--- config.mk ---
export PLATFORM = sky130hd
export DESIGN_NAME = i2c_master_flat
export DESIGN_NICKNAME = d
export VERILOG_FILES = /design/src/rtl/i2c_pkg.sv /design/src/rtl/i2c_master_if.sv /design/src/rtl/i2c_master_clkgen.sv /design/src/rtl/i2c_master.sv /design/src/flat_wrapper.sv
export SDC_FILE = /design/constraint.sdc
export NUM_CORES = 1
export LEC_CHECK = 0
export CORE_MARGIN = 5
export CORE_UTILIZATION = 55
export CTS_CLUSTER_SIZE = 16
export DETAILED_ROUTE_END_ITERATION = 12
export PLACE_DENSITY_LB_ADDON = 0.25
export SLEW_MARGIN = 20
export SYNTH_ARGS = -nofsm -noshare
export SYNTH_HDL_FRONTEND = slang
export SYNTH_SLANG_ARGS = --single-unit
--- constraint.sdc ---
create_clock -name clk -period 3.5 [get_ports clk]
set_clock_uncertainty 0.15 [all_clocks]
set_input_delay 0.875 -clock clk [delete_from_list [all_inputs] [get_ports clk]]
set_output_delay 0.875 -clock clk [all_outputs]
set_load 0.01 [all_outputs]
--- src/rtl/i2c_pkg.sv ---
// Shared I2C definitions: FSM states, byte roles, phases and bus bit constants
// used by i2c_master and i2c_slave.
package i2c_pkg;

  typedef enum logic [2:0] {
    ST_IDLE,
    ST_START,
    ST_TXBYTE,
    ST_RXACK,
    ST_RSTART,
    ST_RXBYTE,
    ST_TXNACK,
    ST_STOP
  } state_t;

  // Which byte of the transaction the master has just sent.
  typedef enum logic [1:0] {
    B_DEV_W,
    B_REG,
    B_WDATA,
    B_DEV_R
  } byte_t;

  // Quarters of one SCL bit slot. SCL is low in SETUP and FALL and high in
  // RISE and HIGH, so slot boundaries always fall while SCL is low.
  typedef enum logic [1:0] {
    PH_SETUP,
    PH_RISE,
    PH_HIGH,
    PH_FALL
  } phase_t;

  localparam logic RW_WRITE = 1'b0;
  localparam logic RW_READ  = 1'b1;
  localparam logic ACK      = 1'b0;
  localparam logic NACK     = 1'b1;

endpackage

--- src/rtl/i2c_master_if.sv ---
// Command/response bundle of the I2C master; "master" is the requester side,
// "slave" is the i2c_master block that serves the command.
interface i2c_master_if;
  logic       cmd_valid;
  logic       cmd_ready;
  logic       cmd_rw;
  logic [6:0] cmd_dev;
  logic [7:0] cmd_reg;
  logic [7:0] cmd_wdata;
  logic       done;
  logic       ack_err;
  logic [7:0] rdata;

  modport master (
    output cmd_valid, cmd_rw, cmd_dev, cmd_reg, cmd_wdata,
    input  cmd_ready, done, ack_err, rdata
  );

  modport slave (
    input  cmd_valid, cmd_rw, cmd_dev, cmd_reg, cmd_wdata,
    output cmd_ready, done, ack_err, rdata
  );
endinterface

--- src/rtl/i2c_master_clkgen.sv ---
// Quarter-phase generator for the I2C master: DIV clk cycles per quarter.
// Define I2C_MASTER_STRETCH_EN to hold the RISE quarter until scl_i reads 1.
module i2c_master_clkgen
  import i2c_pkg::*;
#(
  parameter int DIV = 63
) (
  input  logic   clk,
  input  logic   rst_n,
  input  logic   run,
  input  logic   scl_i,
  output phase_t phase,
  output logic   tick
);

  localparam int          CW      = $clog2(DIV);
  localparam logic [CW-1:0] CNT_MAX = CW'(DIV - 1);

  logic [CW-1:0] cnt_q;
  phase_t        phase_q;
  logic          hold;

`ifdef I2C_MASTER_STRETCH_EN
  // A slave holding SCL low delays the start of the high-phase count.
  assign hold = (phase_q == PH_RISE) && !scl_i;
`else
  logic unused_scl_i;
  assign unused_scl_i = scl_i;
  assign hold         = 1'b0;
`endif

  assign tick  = run && !hold && (cnt_q == CNT_MAX);
  assign phase = phase_q;

  // NOTE: state registers use non-blocking assignments so every flop samples
  // the pre-edge values regardless of statement order.
  always_ff @(posedge clk or negedge rst_n) begin
    if (!rst_n) begin
      cnt_q   <= '0;
      phase_q <= PH_SETUP;
    end else if (!run) begin
      cnt_q   <= '0;
      phase_q <= PH_SETUP;
    end else if (!hold) begin
      if (cnt_q == CNT_MAX) begin
        cnt_q   <= '0;
        phase_q <= phase_t'(phase_q + 2'd1);
      end else begin
        cnt_q <= cnt_q + 1'b1;
      end
    end
  end

endmodule

--- src/rtl/i2c_master.sv ---
// Single-register I2C master: write or read one register of a 7-bit device.
// Clock stretching is honoured only with I2C_MASTER_STRETCH_EN defined.
module i2c_master
  import i2c_pkg::*;
#(
  parameter int DIV = 63
) (
  input  logic           clk,
  input  logic           rst_n,
  i2c_master_if.slave    host,
  output logic           scl_oe,
  input  logic           scl_i,
  output logic           sda_oe,
  input  logic           sda_i
);

  state_t     state_q, state_d;
  byte_t      byte_q, byte_d;
  logic [2:0] bit_q, bit_d;
  logic [7:0] sh_q, sh_d;
  logic       rw_q, rw_d;
  logic [6:0] dev_q, dev_d;
  logic [7:0] reg_q, reg_d;
  logic [7:0] wdata_q, wdata_d;
  logic       ack_q, ack_d;
  logic [7:0] rdata_q, rdata_d;
  logic       ack_err_q, ack_err_d;
  logic       done_q, done_d;
  logic       rdy_q;

  phase_t phase;
  logic   tick;
  logic   slot_end;
  logic   rise_end;

  i2c_master_clkgen #(.DIV(DIV)) u_clkgen (
    .clk   (clk),
    .rst_n (rst_n),
    .run   (state_q != ST_IDLE),
    .scl_i (scl_i),
    .phase (phase),
    .tick  (tick)
  );

  assign slot_end = tick && (phase == PH_FALL);
  assign rise_end = tick && (phase == PH_RISE);

  // rdy_q keeps cmd_ready low while reset is held and for no longer.
  assign host.cmd_ready = rdy_q && (state_q == ST_IDLE);
  assign host.done      = done_q;
  assign host.ack_err   = ack_err_q;
  assign host.rdata     = rdata_q;

  always_comb begin
    // NOTE: every variable gets its hold value first so no path infers a latch.
    state_d   = state_q;
    byte_d    = byte_q;
    bit_d     = bit_q;
    sh_d      = sh_q;
    rw_d      = rw_q;
    dev_d     = dev_q;
    reg_d     = reg_q;
    wdata_d   = wdata_q;
    ack_d     = ack_q;
    rdata_d   = rdata_q;
    ack_err_d = ack_err_q;
    done_d    = 1'b0;
    unique case (state_q)
      ST_IDLE: if (host.cmd_valid && host.cmd_ready) begin
        rw_d      = host.cmd_rw;
        dev_d     = host.cmd_dev;
        reg_d     = host.cmd_reg;
        wdata_d   = host.cmd_wdata;
        sh_d      = {host.cmd_dev, RW_WRITE};
        byte_d    = B_DEV_W;
        bit_d     = '0;
        ack_err_d = 1'b0;
        state_d   = ST_START;
      end
      ST_START: if (slot_end) state_d = ST_TXBYTE;
      ST_TXBYTE: if (slot_end) begin
        sh_d  = {sh_q[6:0], 1'b0};
        bit_d = bit_q + 3'd1;
        if (bit_q == 3'd7) state_d = ST_RXACK;
      end
      ST_RXACK: begin
        if (rise_end) ack_d = sda_i;
        if (slot_end) begin
          if (ack_q == NACK) begin
            ack_err_d = 1'b1;
            state_d   = ST_STOP;
          end else begin
            unique case (byte_q)
              B_DEV_W: begin
                sh_d = reg_q; byte_d = B_REG; state_d = ST_TXBYTE;
              end
              B_REG: begin
                if (rw_q == RW_READ) state_d = ST_RSTART;
                else begin
                  sh_d = wdata_q; byte_d = B_WDATA; state_d = ST_TXBYTE;
                end
              end
              B_WDATA: state_d = ST_STOP;
              B_DEV_R: state_d = ST_RXBYTE;
            endcase
          end
        end
      end
      ST_RSTART: if (slot_end) begin
        sh_d    = {dev_q, RW_READ};
        byte_d  = B_DEV_R;
        state_d = ST_TXBYTE;
      end
      ST_RXBYTE: begin
        if (rise_end) sh_d = {sh_q[6:0], sda_i};
        if (slot_end) begin
          bit_d = bit_q + 3'd1;
          if (bit_q == 3'd7) begin
            rdata_d = sh_q;
            state_d = ST_TXNACK;
          end
        end
      end
      ST_TXNACK: if (slot_end) state_d = ST_STOP;
      ST_STOP: if (slot_end) begin
        done_d  = 1'b1;
        state_d = ST_IDLE;
      end
      default: state_d = ST_IDLE;
    endcase
  end

  // Open-drain drive per slot; START/RSTART pull SDA and STOP releases it
  // while SCL is high, all other SDA changes land on slot edges with SCL low.
  always_comb begin
    scl_oe = 1'b0;
    sda_oe = 1'b0;
    unique case (state_q)
      ST_IDLE:   ;
      ST_START:  begin scl_oe = (phase == PH_FALL); sda_oe = phase[1]; end
      ST_TXBYTE: begin scl_oe = (phase == PH_SETUP) || (phase == PH_FALL); sda_oe = !sh_q[7]; end
      ST_RSTART: begin scl_oe = (phase == PH_SETUP) || (phase == PH_FALL); sda_oe = phase[1]; end
      ST_STOP:   begin scl_oe = (phase == PH_SETUP); sda_oe = !phase[1]; end
      default:   scl_oe = (phase == PH_SETUP) || (phase == PH_FALL);
    endcase
  end

  always_ff @(posedge clk or negedge rst_n) begin
    if (!rst_n) begin
      state_q   <= ST_IDLE;
      byte_q    <= B_DEV_W;
      bit_q     <= '0;
      sh_q      <= '0;
      rw_q      <= RW_WRITE;
      dev_q     <= '0;
      reg_q     <= '0;
      wdata_q   <= '0;
      ack_q     <= ACK;
      rdata_q   <= '0;
      ack_err_q <= 1'b0;
      done_q    <= 1'b0;
      rdy_q     <= 1'b0;
    end else begin
      state_q   <= state_d;
      byte_q    <= byte_d;
      bit_q     <= bit_d;
      sh_q      <= sh_d;
      rw_q      <= rw_d;
      dev_q     <= dev_d;
      reg_q     <= reg_d;
      wdata_q   <= wdata_d;
      ack_q     <= ack_d;
      rdata_q   <= rdata_d;
      ack_err_q <= ack_err_d;
      done_q    <= done_d;
      rdy_q     <= 1'b1;
    end
  end

endmodule

--- src/flat_wrapper.sv ---
// flat-port wrapper written by rule: the top's interface ports become plain ports
module i2c_master_flat import i2c_pkg::*;
#(
  parameter int DIV = 63
)
  (clk, rst_n, scl_oe, scl_i, sda_oe, sda_i, host_cmd_valid, host_cmd_rw, host_cmd_dev, host_cmd_reg, host_cmd_wdata, host_cmd_ready, host_done, host_ack_err, host_rdata);
  i2c_master_if host_i ();
  input  logic clk;
  input  logic rst_n;
  output logic scl_oe;
  input  logic scl_i;
  output logic sda_oe;
  input  logic sda_i;
  input wire logic [$bits(host_i.cmd_valid)-1:0] host_cmd_valid;
  input wire logic [$bits(host_i.cmd_rw)-1:0] host_cmd_rw;
  input wire logic [$bits(host_i.cmd_dev)-1:0] host_cmd_dev;
  input wire logic [$bits(host_i.cmd_reg)-1:0] host_cmd_reg;
  input wire logic [$bits(host_i.cmd_wdata)-1:0] host_cmd_wdata;
  output wire logic [$bits(host_i.cmd_ready)-1:0] host_cmd_ready;
  output wire logic [$bits(host_i.done)-1:0] host_done;
  output wire logic [$bits(host_i.ack_err)-1:0] host_ack_err;
  output wire logic [$bits(host_i.rdata)-1:0] host_rdata;
  assign host_i.cmd_valid = host_cmd_valid;
  assign host_i.cmd_rw = host_cmd_rw;
  assign host_i.cmd_dev = host_cmd_dev;
  assign host_i.cmd_reg = host_cmd_reg;
  assign host_i.cmd_wdata = host_cmd_wdata;
  assign host_cmd_ready = host_i.cmd_ready;
  assign host_done = host_i.done;
  assign host_ack_err = host_i.ack_err;
  assign host_rdata = host_i.rdata;
  i2c_master #(.DIV(DIV)) u_core (.clk(clk), .rst_n(rst_n), .host(host_i), .scl_oe(scl_oe), .scl_i(scl_i), .sda_oe(sda_oe), .sda_i(sda_i));
endmodule
# After elaboration in Yosys (flattened, before gate mapping)
# Cells that the tools add are included.
dict set report totals {
  wordCells 119
  out_inout_bits 13
  register_bits 60
}
dict set report classes {
  muxes 44
  addsub 3
  n_eq_ne 31
  n_reduce_logical 26
}
# cell n
set op_table {}
lappend op_table {{8-bit two-way mux} 7}
lappend op_table {{8-bit one-hot mux with 5 select lines} 1}
lappend op_table {{3-bit two-way mux} 13}
lappend op_table {{2-bit by 1-bit inequality test with 1-bit output, second input constant} 13}
lappend op_table {{3-bit one-hot mux with 7 select lines} 1}
lappend op_table {{9-bit AND reduction} 2}
lappend op_table {{8-bit one-hot mux with 2 select lines} 1}
lappend op_table {{3-bit == test, second input constant} 5}
lappend op_table {{2-bit two-way mux} 7}
lappend op_table {{6-bit two-way mux} 2}
lappend op_table {{3-bit one-hot mux with 4 select lines} 1}
lappend op_table {{7-bit AND reduction} 1}
lappend op_table {{6-bit by 1-bit adder with 6-bit output, second input constant} 1}
lappend op_table {{2-bit == test, second input constant} 3}
lappend op_table {{3-bit by 2-bit == test with 1-bit output, second input constant} 2}
lappend op_table {{6-bit == test, second input constant} 1}
lappend op_table {{1-bit one-hot mux with 3 select lines} 2}
lappend op_table {{2-bit one-hot mux with 3 select lines} 1}
lappend op_table {{3-bit one-hot mux with 2 select lines} 1}
lappend op_table {{3-bit AND reduction} 2}
lappend op_table {{3-bit nonzero test} 2}
lappend op_table {{1-bit logical AND} 5}
lappend op_table {{1-bit two-way mux} 5}
lappend op_table {{5-bit nonzero test} 1}
lappend op_table {{other kinds (17)} 24}

# Longest topological paths before layout
# Gate-level depths: netlist of the first run.
dict set report logic_depth {
  ltp_word 5
  ltp_mapped 7
}

# By module
# From an unflattened synthesis of the first run, not the netlist that was laid out.
dict set report unflattened {
  cells_unflattened 302
  hier_area_um2 3204.3
}
# mod instances seq_area_each_um2 cells_per_inst area_per_inst_um2
set modules_own_cells {}
lappend modules_own_cells {i2c_master 1 1301.2 265 2826.5}
lappend modules_own_cells {i2c_master_clkgen 1 200.2 37 377.9}

# Worst setup path before layout of the first run
# No wires, ideal clock.
dict set report synth_path {
  kind {register -> output}
  startpoint {register u_core.state_q[2]}
  endpoint {output sda_oe}
  path_stages_with_launch 6
  path_slack_ps 974
  n_path_buf 2
  t_arrival_ps 1501
  required_ps 2475
  path_cell_list {dfrtp_1 clkbuf_1 nor2b_1 clkbuf_1 a221oi_1 a21oi_1}
}
dict set report synth_between {
  elab_chain_cells 3
  word_cells_on_any_way 6
  classes_between {4 x eq/ne; 1 x mux; 1 x reduce/logical}
}
# element line
set synth_rtl {}
lappend synth_rtl {{start: declaration} i2c_master.sv:17} ;# state_t state_q, state_d;
lappend synth_rtl {{start signal: assignment} i2c_master.sv:164} ;# state_q <= state_d;
lappend synth_rtl {{3-bit by 1-bit == test with 1-bit output or 3-bit == test (tied branches)} i2c_master.sv:138} ;# unique case (state_q)
lappend synth_rtl {{2-bit OR reduction (no line)} n/a}
lappend synth_rtl {{1-bit one-hot mux with 3 select lines (*)} i2c_master.sv:138}
lappend synth_rtl {{end: declaration} flat_wrapper.sv:12} ;# output logic sda_oe;
# Every way passes the cells marked *; elsewhere a longest branch is shown, timed or not.

# Worst setup path after layout of the first run
dict set report layout_path {
  startpoint {register u_core.state_q[2]}
  endpoint {output scl_oe}
}
dict set report layout_between {
  elab_chain_cells 2
  word_cells_on_any_way 4
  classes_between {2 x eq/ne; 1 x mux; 1 x reduce/logical}
}
# element line
set layout_rtl {}
lappend layout_rtl {{3-bit == test (tied with other cells)} i2c_master.sv:138}
lappend layout_rtl {{1-bit one-hot mux with 3 select lines (*)} i2c_master.sv:138}
lappend layout_rtl {{end: declaration} flat_wrapper.sv:10} ;# output logic scl_oe;
# Marks and branches as above.

==> out/qor.yml, run 1 <==
worst_setup_path:
  max_stage_delay_ps: 660
  slowest_stage: "dfrtp_1"
  arrival_ps: 2240
  worstSetupPathType: "register to output pin"
  cp_num_cells: 5
  path_max_fanout: 16
  cp.required_ps: 2470
  path_cells: "nor2b_1, buf_4, a21oi_1, o22ai_1, clkdlybuf4s50_1"
  crit_family: "buffers and inverters"
  crit_buf_inv: 2
  critPathLaunchType: "register"
  crit_path_end_kind: "output pin"
  crit_start: "u_core.state_q[2]"
  reg2regPathDepth: 6
  r2r_slack_ps: 540
  rr_startpoint: "u_core.state_q[2]"
  regToRegEndpoint: "u_core.sh_q[0]"
logic_synthesis:
  synthArstFlopShare: 1.00
  synth_area_per_cell_sq_um: 9.11
  synth_area_leader_cell: "dfrtp_1"
  syn-num-nets: 376
  synth_edf_count: 0
  synth-seq-area-share: 0.488
  yosys_warnings: 0
  syn_inst: 338
  synth_top_area_share: 0.488
  ys_ff_latch: 60
  ys_types: 42
  synth-main-ff-cell: "dfrtp_1"
  netlist_area_sq_um: 3080
  synthTopCellsByArea: "dfrtp_1, nand2_1, mux2i_1"
floorplan:
  io_pins: 42
  core_sq_um: 5470
  start_util: 0.563
  placementRows: 27
  fp.dieW_microns: 84.8
  die_y_microns: 84.8
  fp.dieArea_sq_um: 7200
timing:
  period_needed_ps: 3270
  slew_violations: 0
  min_period_over_period: 0.934
  setup_viol: 0
  rsz0062_at_grt: "false"
  fmax_ghz: 0.306
  hold_violations: 0
  worst_pin_slew_ps: 768
  slew_headroom: 0.488
  fin_tns_setup_ps: 0
drt:
  viasPerCell: 5.57
  wl_per_cell_microns: 14.9
  ant_nets: 0
  wl_microns: 6830
  drc: 0
  firstDrtPassIters: 4
  drtIter0Drc: 320
  vias: 2547
clocking:
  cts_made_buffers: 9
  cts_tree: "yes"
  cts_buffer_depth: 2
  post_cts_resized: 0
  cts.clk_slew.worst_paths_ps: 60
  root_buffer: "clkbuf_8"
  clock_latency_ps: 330
  cts.sinks: 60
  cts_max_level: 3
  postCtsHoldBufs: 0
  cts_setup_buffers: 0
grt:
  gr-total-overflow: 0
  antenna_found_initial: 0
  grt_use_total: 0.199
  grt_pass1_wl_microns: 11500
  first_global_vias: 2425
  grt_max_degree: 40
layout:
  area_growth_pct: 22.8
  nets: 418
  fillers: 428
  final_cell_area_sq_um: 3780
  n_antenna_cell: 0
  drive_above_1_share: 0.0727
place:
  place.gp.congestion: 0.859
  portBuffers: 40
  placed_area_sq_um: 3550
  dp_hpwl_microns: 4610
hold_path:
  hold_class: "register to register"
  hp-start: "u_core.reg_q[0]"
  hold_end: "u_core.reg_q[0]"
  whs_path_depth: 2
run_status:
  outcome: "finished clean"
pwr:
  power_density_nw_per_um2: 382
  leakagePower_nw: 1.76
  p_total_w: 0.00145
  irDropWorstVdd_uv: 236
run:
  maxCapViolCount: 0
[Yosys cell counts (7+ instances only)]
master and number:
inv_1 11, nand2_1 85, o22ai_1 9, a21oi_1 13, mux2i_1 16, ha_1 9, o21ai_1 10, dfrtp_1 60
nor2_1 32, mux2_1 9, a22oi_1 7, clkbuf_1 13
[layout make-up]
class,instances,area [sq um],area share
clock inverter,3,68.8,0.0182
clock buffer,13,159,0.0420
tap,72,90.1,0.0238
inverter,13,48.8,0.0129
sequential,60,1500,0.397
timing repair buffer,47,448,0.119
multi-input combinational,249,1460,0.387
[worst max path at each step]
stage / to / slack, ps
2_1_floorplan: sda_oe / 970
3_3_place_gp: scl_oe / 620
3_5_place_dp: scl_oe / 610
4_1_cts: scl_oe / 230
5_1_grt: scl_oe / 100
6_report: scl_oe / 230
[report_power, final]
| group | total, W | internal, W | switching, W |
|---|---|---|---|
| Sequential | 0.000695 | 0.000694 | 0.000000779 |
| Clock | 0.000703 | 0.000442 | 0.000261 |
| Combinational | 0.0000478 | 0.0000279 | 0.0000198 |
[logic make-up (layout without fill, tap and decap cells)]
family / after synthesis / count (layout) / synth area share
xor gates and xnor gates: 5 / 5 / 0.0142
other: 1 / 1 / 0.00122
buffers and inverters: 29 / 76 / 0.0370
and+or+nand+nor: 148 / 148 / 0.206
muxes: 27 / 27 / 0.0935
DFF: 60 / 60 / 0.488
AOI/OAI and AO/OA: 59 / 59 / 0.124
adders and majority gates: 9 / 9 / 0.0366
[metrics by stage]
step	hold WS, ps	cells	setup slack, ps	utilization
after global routing	333	457	102	0.691
after floorplan	288	338	974	-
final	322	457	231	0.691
after detailed placement	309	441	611	0.649
after CTS	324	457	233	0.691
after global placement	305	441	615	0.649
[worst reg2reg max path: stages (launching register included)]
cell and delay (ps):
dfrtp_1 660, inv_1 190, ha_1 470, clkinv_1 240
a31oi_1 160, a221oi_4 640, mux2_4 350
[placed cells by master, fill, tap and decap left out, types with 4 or more instances in the layout]
master           Yosys  final
a22oi_1              7      7
dfrtp_1             60     60
o21ai_0              5      5
a21oi_1             13     13
nor3_1               6      6
nor2_1              32     32
and3_1               4      4
a31oi_1              4      4
o22ai_1              9      9
buf_4                1      7
mux2_1               9      9
clkdlybuf4s50_1      0     39
ha_1                 9      9
mux2i_1             16     16
nand3_1              6      6
nand2_1             85     85
o21ai_1             10     10
clkbuf_8             0     11
inv_1               11     11
[state kept, by name, indices dropped and copies added (netlist names), 2 cells and up]
signal / cells
u_core.host.rdata: 8
u_core.reg_q: 8
u_core.sh_q: 8
u_core.wdata_q: 8
u_core.dev_q: 7
u_core.u_clkgen.cnt_q: 6
u_core.bit_q: 3
u_core.state_q: 3
u_core.byte_q: 2
u_core.u_clkgen.phase: 2
[layer usage]
metal / global-route usage / routed length, microns / part of all wire / up-vias
met5: 0 / 0 / 0 / -
met4: 0.0863 / 110 / 0.016 / 0
met3: 0.0408 / 502 / 0.074 / 11
met2: 0.298 / 3130 / 0.46 / 99
met1: 0.282 / 3090 / 0.45 / 1201
li1: - / - / - / 1236
Note: power is estimated with default switching activity, not from simulation.
==> inputs of run 2 (changes only) <==
Settings changed: CORE_MARGIN 5 to 2.
==> out/qor.yml, run 2 (synthesized netlist as in run 1, its figures left out) <==
clocking:
  cts_made_buffers: 9  # unchanged
  cts.sinks: 60  # unchanged
  cts_max_level: 3  # unchanged
  postCtsHoldBufs: 0  # unchanged
  cts_buffer_depth: 2  # unchanged
  clock_latency_ps: 330  # about the same
  cts.clk_slew.worst_paths_ps: 60  # about the same
  cts_tree: "yes"
  cts_setup_buffers: 0  # unchanged
  post_cts_resized: 0  # unchanged
  root_buffer: "clkbuf_8"
drt:
  wl_per_cell_microns: 14.6  # -2.5%
  firstDrtPassIters: 4  # unchanged
  drc: 0  # unchanged
  wl_microns: 6670  # -2.2%
  ant_nets: 0  # unchanged
  vias: 2527  # -0.79%
  viasPerCell: 5.52  # -1.0%
  drtIter0Drc: 293  # -8.4%
floorplan:
  fp.dieW_microns: 78.8  # -7.1%
  io_pins: 42  # unchanged
  fp.dieArea_sq_um: 6210  # -14%
  placementRows: 27  # unchanged
  start_util: 0.563  # unchanged
  die_y_microns: 78.8  # -7.1%
  core_sq_um: 5470  # unchanged
worst_setup_path:
  crit_buf_inv: 2  # unchanged
  regToRegEndpoint: "u_core.sh_q[0]"
  r2r_slack_ps: 590  # +50 ps
  crit_family: "buffers and inverters"
  max_stage_delay_ps: 660  # about the same
  cp.required_ps: 2470  # about the same
  path_max_fanout: 16  # unchanged
  reg2regPathDepth: 6  # unchanged
  critPathLaunchType: "register"
  crit_path_end_kind: "output pin"
  slowest_stage: "dfrtp_1"
  cp_num_cells: 5  # unchanged
  rr_startpoint: "u_core.state_q[2]"
  worstSetupPathType: "register to output pin"
  arrival_ps: 2190  # -50 ps
  path_cells: "nor2b_1, buf_4, a21oi_1, o22ai_1, clkdlybuf4s50_1"
hold_path:
  hold_end: "u_core.wdata_q[0]"
  hold_class: "register to register"
  hp-start: "u_core.wdata_q[0]"
  whs_path_depth: 2  # unchanged
grt:
  grt_pass1_wl_microns: 11600  # +1.2%
  antenna_found_initial: 0  # unchanged
  grt_max_degree: 49  # +23%
  grt_use_total: 0.243  # +0.0435
  first_global_vias: 2504  # +3.3%
  gr-total-overflow: 0  # unchanged
run_status:
  outcome: "finished clean"
timing:
  setup_viol: 0  # unchanged
  fin_tns_setup_ps: 0  # unchanged
  rsz0062_at_grt: "false"
  worst_pin_slew_ps: 775  # +7.38 ps
  slew_violations: 0  # unchanged
  hold_violations: 0  # unchanged
  period_needed_ps: 3220  # -50.4 ps
  slew_headroom: 0.483  # -0.00492
  finalWorstSetupSlack_ps: 281  # +50.4 ps
  fmax_ghz: 0.311  # +1.6%
  min_period_over_period: 0.920  # -0.0144
layout:
  seqCellArea_sq_um: 1500  # unchanged
  final_cell_area_sq_um: 3740  # -1.1%
  drive_above_1_share: 0.0803  # +0.00758
  multi_input_area_sq_um: 1460  # unchanged
  area_growth_pct: 21.4
  n_antenna_cell: 0  # unchanged
  final_cell_mix: "nand2_1, dfrtp_1, clkdlybuf4s50_1"
  nets: 419  # +0.24%
  final_common_cell: "nand2_1"
  fillers: 448  # +4.7%
  stdcell_count: 458  # +0.22%
pwr:
  leakagePower_nw: 1.74  # -1.1%
  p_total_w: 0.00129  # -11%
  power_density_nw_per_um2: 345  # -9.8%
  irDropWorstVdd_uv: 223  # -5.6%
place:
  pre_cts_ws_ps: 611  # -0.706 ps
  placed_area_sq_um: 3560  # +0.21%
  dp_hpwl_microns: 4630  # +0.47%
  place.gp.congestion: 0.894  # +4.1%
  post-place-cells: 442  # +0.23%
  portBuffers: 40  # unchanged
run:
  maxCapViolCount: 0  # unchanged
run 2: routing by layer:
| layer | global-route usage | wire length, microns | vias to the layer above |
|---|---|---|---|
| met2 | 0.373 | 3100 | 91 |
| met1 | 0.331 | 3110 | 1188 |
| li1 | - | - | 1240 |
| met3 | 0.0511 | 371 | 8 |
| met5 | 0 | 0 | - |
| met4 | 0.117 | 85 | 0 |
run 2: where the power goes:
group,switching [W],internal (W)
clock,0.000272,0.000274
combinational,0.0000198,0.0000282
sequential,0.000000772,0.000694
total,0.000293,0.000996
run 2: how the worst max path moves through the flow:
stage | start | end | slack [ps]
finish | u_core.state_q[2] | scl_oe | 280
global route | u_core.state_q[2] | scl_oe | 100
CTS | u_core.state_q[2] | scl_oe | 270
detailed placement | u_core.state_q[2] | u_core.sh_q[0] | 610
global placement | u_core.state_q[2] | u_core.sh_q[0] | 640
floorplan | u_core.state_q[2] | sda_oe | 970
run 2: metrics by stage:
stage	hold slack, ps	utilization
3_5_place_dp	311	0.650
4_1_cts	327	0.683
6_report	323	0.683
3_3_place_gp	307	0.650
2_1_floorplan	288	-
5_1_grt	351	0.683
run 2: worst min-delay path, stage by stage, from the launching register on:
cell,delay (ps)
dfrtp_1,340
nand2_1,50
nand2_1,50
run 2: layout make-up:
type	count	area share
sequential	60	0.402
clock inverter	6	0.0104
timing repair buffer	48	0.122
clock buffer	10	0.0368
multi-input combinational	249	0.392
tap	72	0.0241
inverter	13	0.0131
==> inputs of run 3 (changes only) <==
Settings changed: CORE_MARGIN 2 to not set.
==> out/qor.yml, run 3 (synthesized netlist as in run 1, its figures left out) <==
timing:
  finalWorstSetupSlack_ps: 237  # -44.3 ps
  fmax_ghz: 0.306  # -1.4%
  min_period_over_period: 0.932  # +0.0126
  slew_headroom: 0.584  # +0.101
  slew_violations: 0  # unchanged
  fin_tns_setup_ps: 0  # unchanged
  hold_violations: 0  # unchanged
  rsz0062_at_grt: "false"
  setup_viol: 0  # unchanged
  period_needed_ps: 3260  # +44.3 ps
  hold_slack_ps: 312  # -11.8 ps
  worst_pin_slew_ps: 624  # -151 ps
clocking:
  cts_tree: "yes"
  cts_max_level: 3  # unchanged
  cts.clk_slew.worst_paths_ps: 70  # about the same
  cts_made_buffers: 9  # unchanged
  cts_buffer_depth: 2  # unchanged
  root_buffer: "clkbuf_8"
  clock_latency_ps: 330  # about the same
  cts_setup_buffers: 0  # unchanged
  post_cts_resized: 0  # unchanged
  postCtsHoldBufs: 0  # unchanged
  cts.sinks: 60  # unchanged
pwr:
  leakagePower_nw: 1.76  # +0.99%
  pwr-share-seq: 0.506  # -0.033
  p_sw_w: 0.000286  # -2.4%
  pwr-share-comb: 0.035  # -0.002
  clockPowerShare: 0.459  # +0.035
  power_density_nw_per_um2: 364  # +5.7%
  switching_share: 0.208  # -0.0190
  p_int_w: 0.00109  # +9.1%
  irDropWorstVdd_uv: 245  # +9.8%
drt:
  firstDrtPassIters: 5  # +1
  wl_microns: 6790  # +1.8%
  viasPerCell: 5.58  # +1.2%
  vias: 2552  # +0.99%
  wl_per_cell_microns: 14.9  # +2.0%
  ant_nets: 0  # unchanged
  drc: 0  # unchanged
  drtIter0Drc: 429  # +46%
layout:
  nets: 420  # +0.24%
  final_cell_mix: "nand2_1, dfrtp_1, clkdlybuf4s50_1"
  area_growth_pct: 22.3
  final_common_cell: "nand2_1"
  n_antenna_cell: 0  # unchanged
  final_util: 0.719  # +0.0362
  drive_above_1_share: 0.0801  # -0.000208
worst_setup_path:
  arrival_ps: 2240  # +50 ps
  worstSetupPathType: "register to output pin"
  crit_end: "scl_oe"
  path_max_fanout: 16  # unchanged
  path_cells: "nor2b_1, buf_4, a21oi_1, o22ai_1, clkdlybuf4s50_1"
  slowest_stage: "dfrtp_1"
  crit_path_end_kind: "output pin"
  max_stage_delay_ps: 660  # about the same
  reg2regPathDepth: 6  # unchanged
  crit_family: "buffers and inverters"
  r2r_slack_ps: 590  # about the same
  rr_startpoint: "u_core.state_q[2]"
  crit_buf_inv: 2  # unchanged
  cp_num_cells: 5  # unchanged
  critPathLaunchType: "register"
  crit_start: "u_core.state_q[2]"
  regToRegEndpoint: "u_core.sh_q[0]"
  cp.required_ps: 2470  # about the same
run_status:
  outcome: "finished clean"
grt:
  grt_pass1_wl_microns: 11600  # +0.18%
  first_global_vias: 2486  # -0.72%
  grt_use_total: 0.253  # +0.0106
  gr-total-overflow: 0  # unchanged
  grt_max_degree: 28  # -43%
  antenna_found_initial: 0  # unchanged
floorplan:
  fp.dieW_microns: 76.8  # -2.5%
  placementRows: 26  # -3.7%
  fp.dieArea_sq_um: 5900  # -5.0%
  core_sq_um: 5240  # -4.3%
  die_y_microns: 76.8  # -2.5%
  io_pins: 42  # unchanged
  start_util: 0.588  # +0.0253
place:
  portBuffers: 40  # unchanged
  place.gp.congestion: 0.919  # +2.8%
  dp_hpwl_microns: 4720  # +1.9%
  pre_cts_ws_ps: 610  # -0.668 ps
run:
  maxCapViolCount: 0  # unchanged
hold_path:
  hold_class: "input pin to async pin"
run 3: per-stage QoR:
step,cell area (sq um),instances,power (W)
final,3770,457,0.00137
after global routing,3770,457,0.00142
after CTS,3770,457,0.00138
after detailed placement,3560,441,0.000757
after global placement,3560,441,0.000756
after floorplan,3080,338,0.000709
run 3: metal layers:
metal,up-vias,global-route usage,part of all wire
met5,-,0,0
met4,0,0.125,0.018
met3,14,0.0405,0.063
met2,118,0.386,0.46
met1,1184,0.352,0.46
li1,1236,-,-
run 3: area by class of cell:
class	instances	area (sq um)
well taps	70	87.6
clock inverters	4	47.5
fillers	409	1470
clock buffers	12	155
repair buffers	49	463
flip-flops and latches	60	1500
inverters	13	48.8
multi-input cells	249	1460
run 3: power groups by stage:
stage | clock (W) | combinational (W) | sequential [W]
CTS | 0.000640 | 0.0000491 | 0.000695
finish | 0.000630 | 0.0000480 | 0.000695
global route | 0.000670 | 0.0000532 | 0.000694
floorplan | 0 | 0.00000126 | 0.000708
global placement | 0 | 0.0000486 | 0.000708
detailed placement | 0 | 0.0000489 | 0.000708
run 3: worst min-delay path by stage:
stage / startpoint / to / slack, ps / depth (start not counted)
floorplan: u_core.reg_q[0] / u_core.reg_q[0] / 290 / 2
global placement: u_core.reg_q[0] / u_core.reg_q[0] / 300 / 2
detailed placement: u_core.reg_q[0] / u_core.reg_q[0] / 310 / 2
CTS: rst_n / u_core.sh_q[7] / 320 / 1
global route: rst_n / u_core.host.rdata[7] / 340 / 1
finish: rst_n / u_core.sh_q[7] / 310 / 1
run 3: worst register-to-register path, delay by kind of cell (launching register included):
family	cells	cell delay, ps
buf+inv	2	430
fa+ha+maj	1	470
flops	1	660
compound gates	2	760
mux	1	350
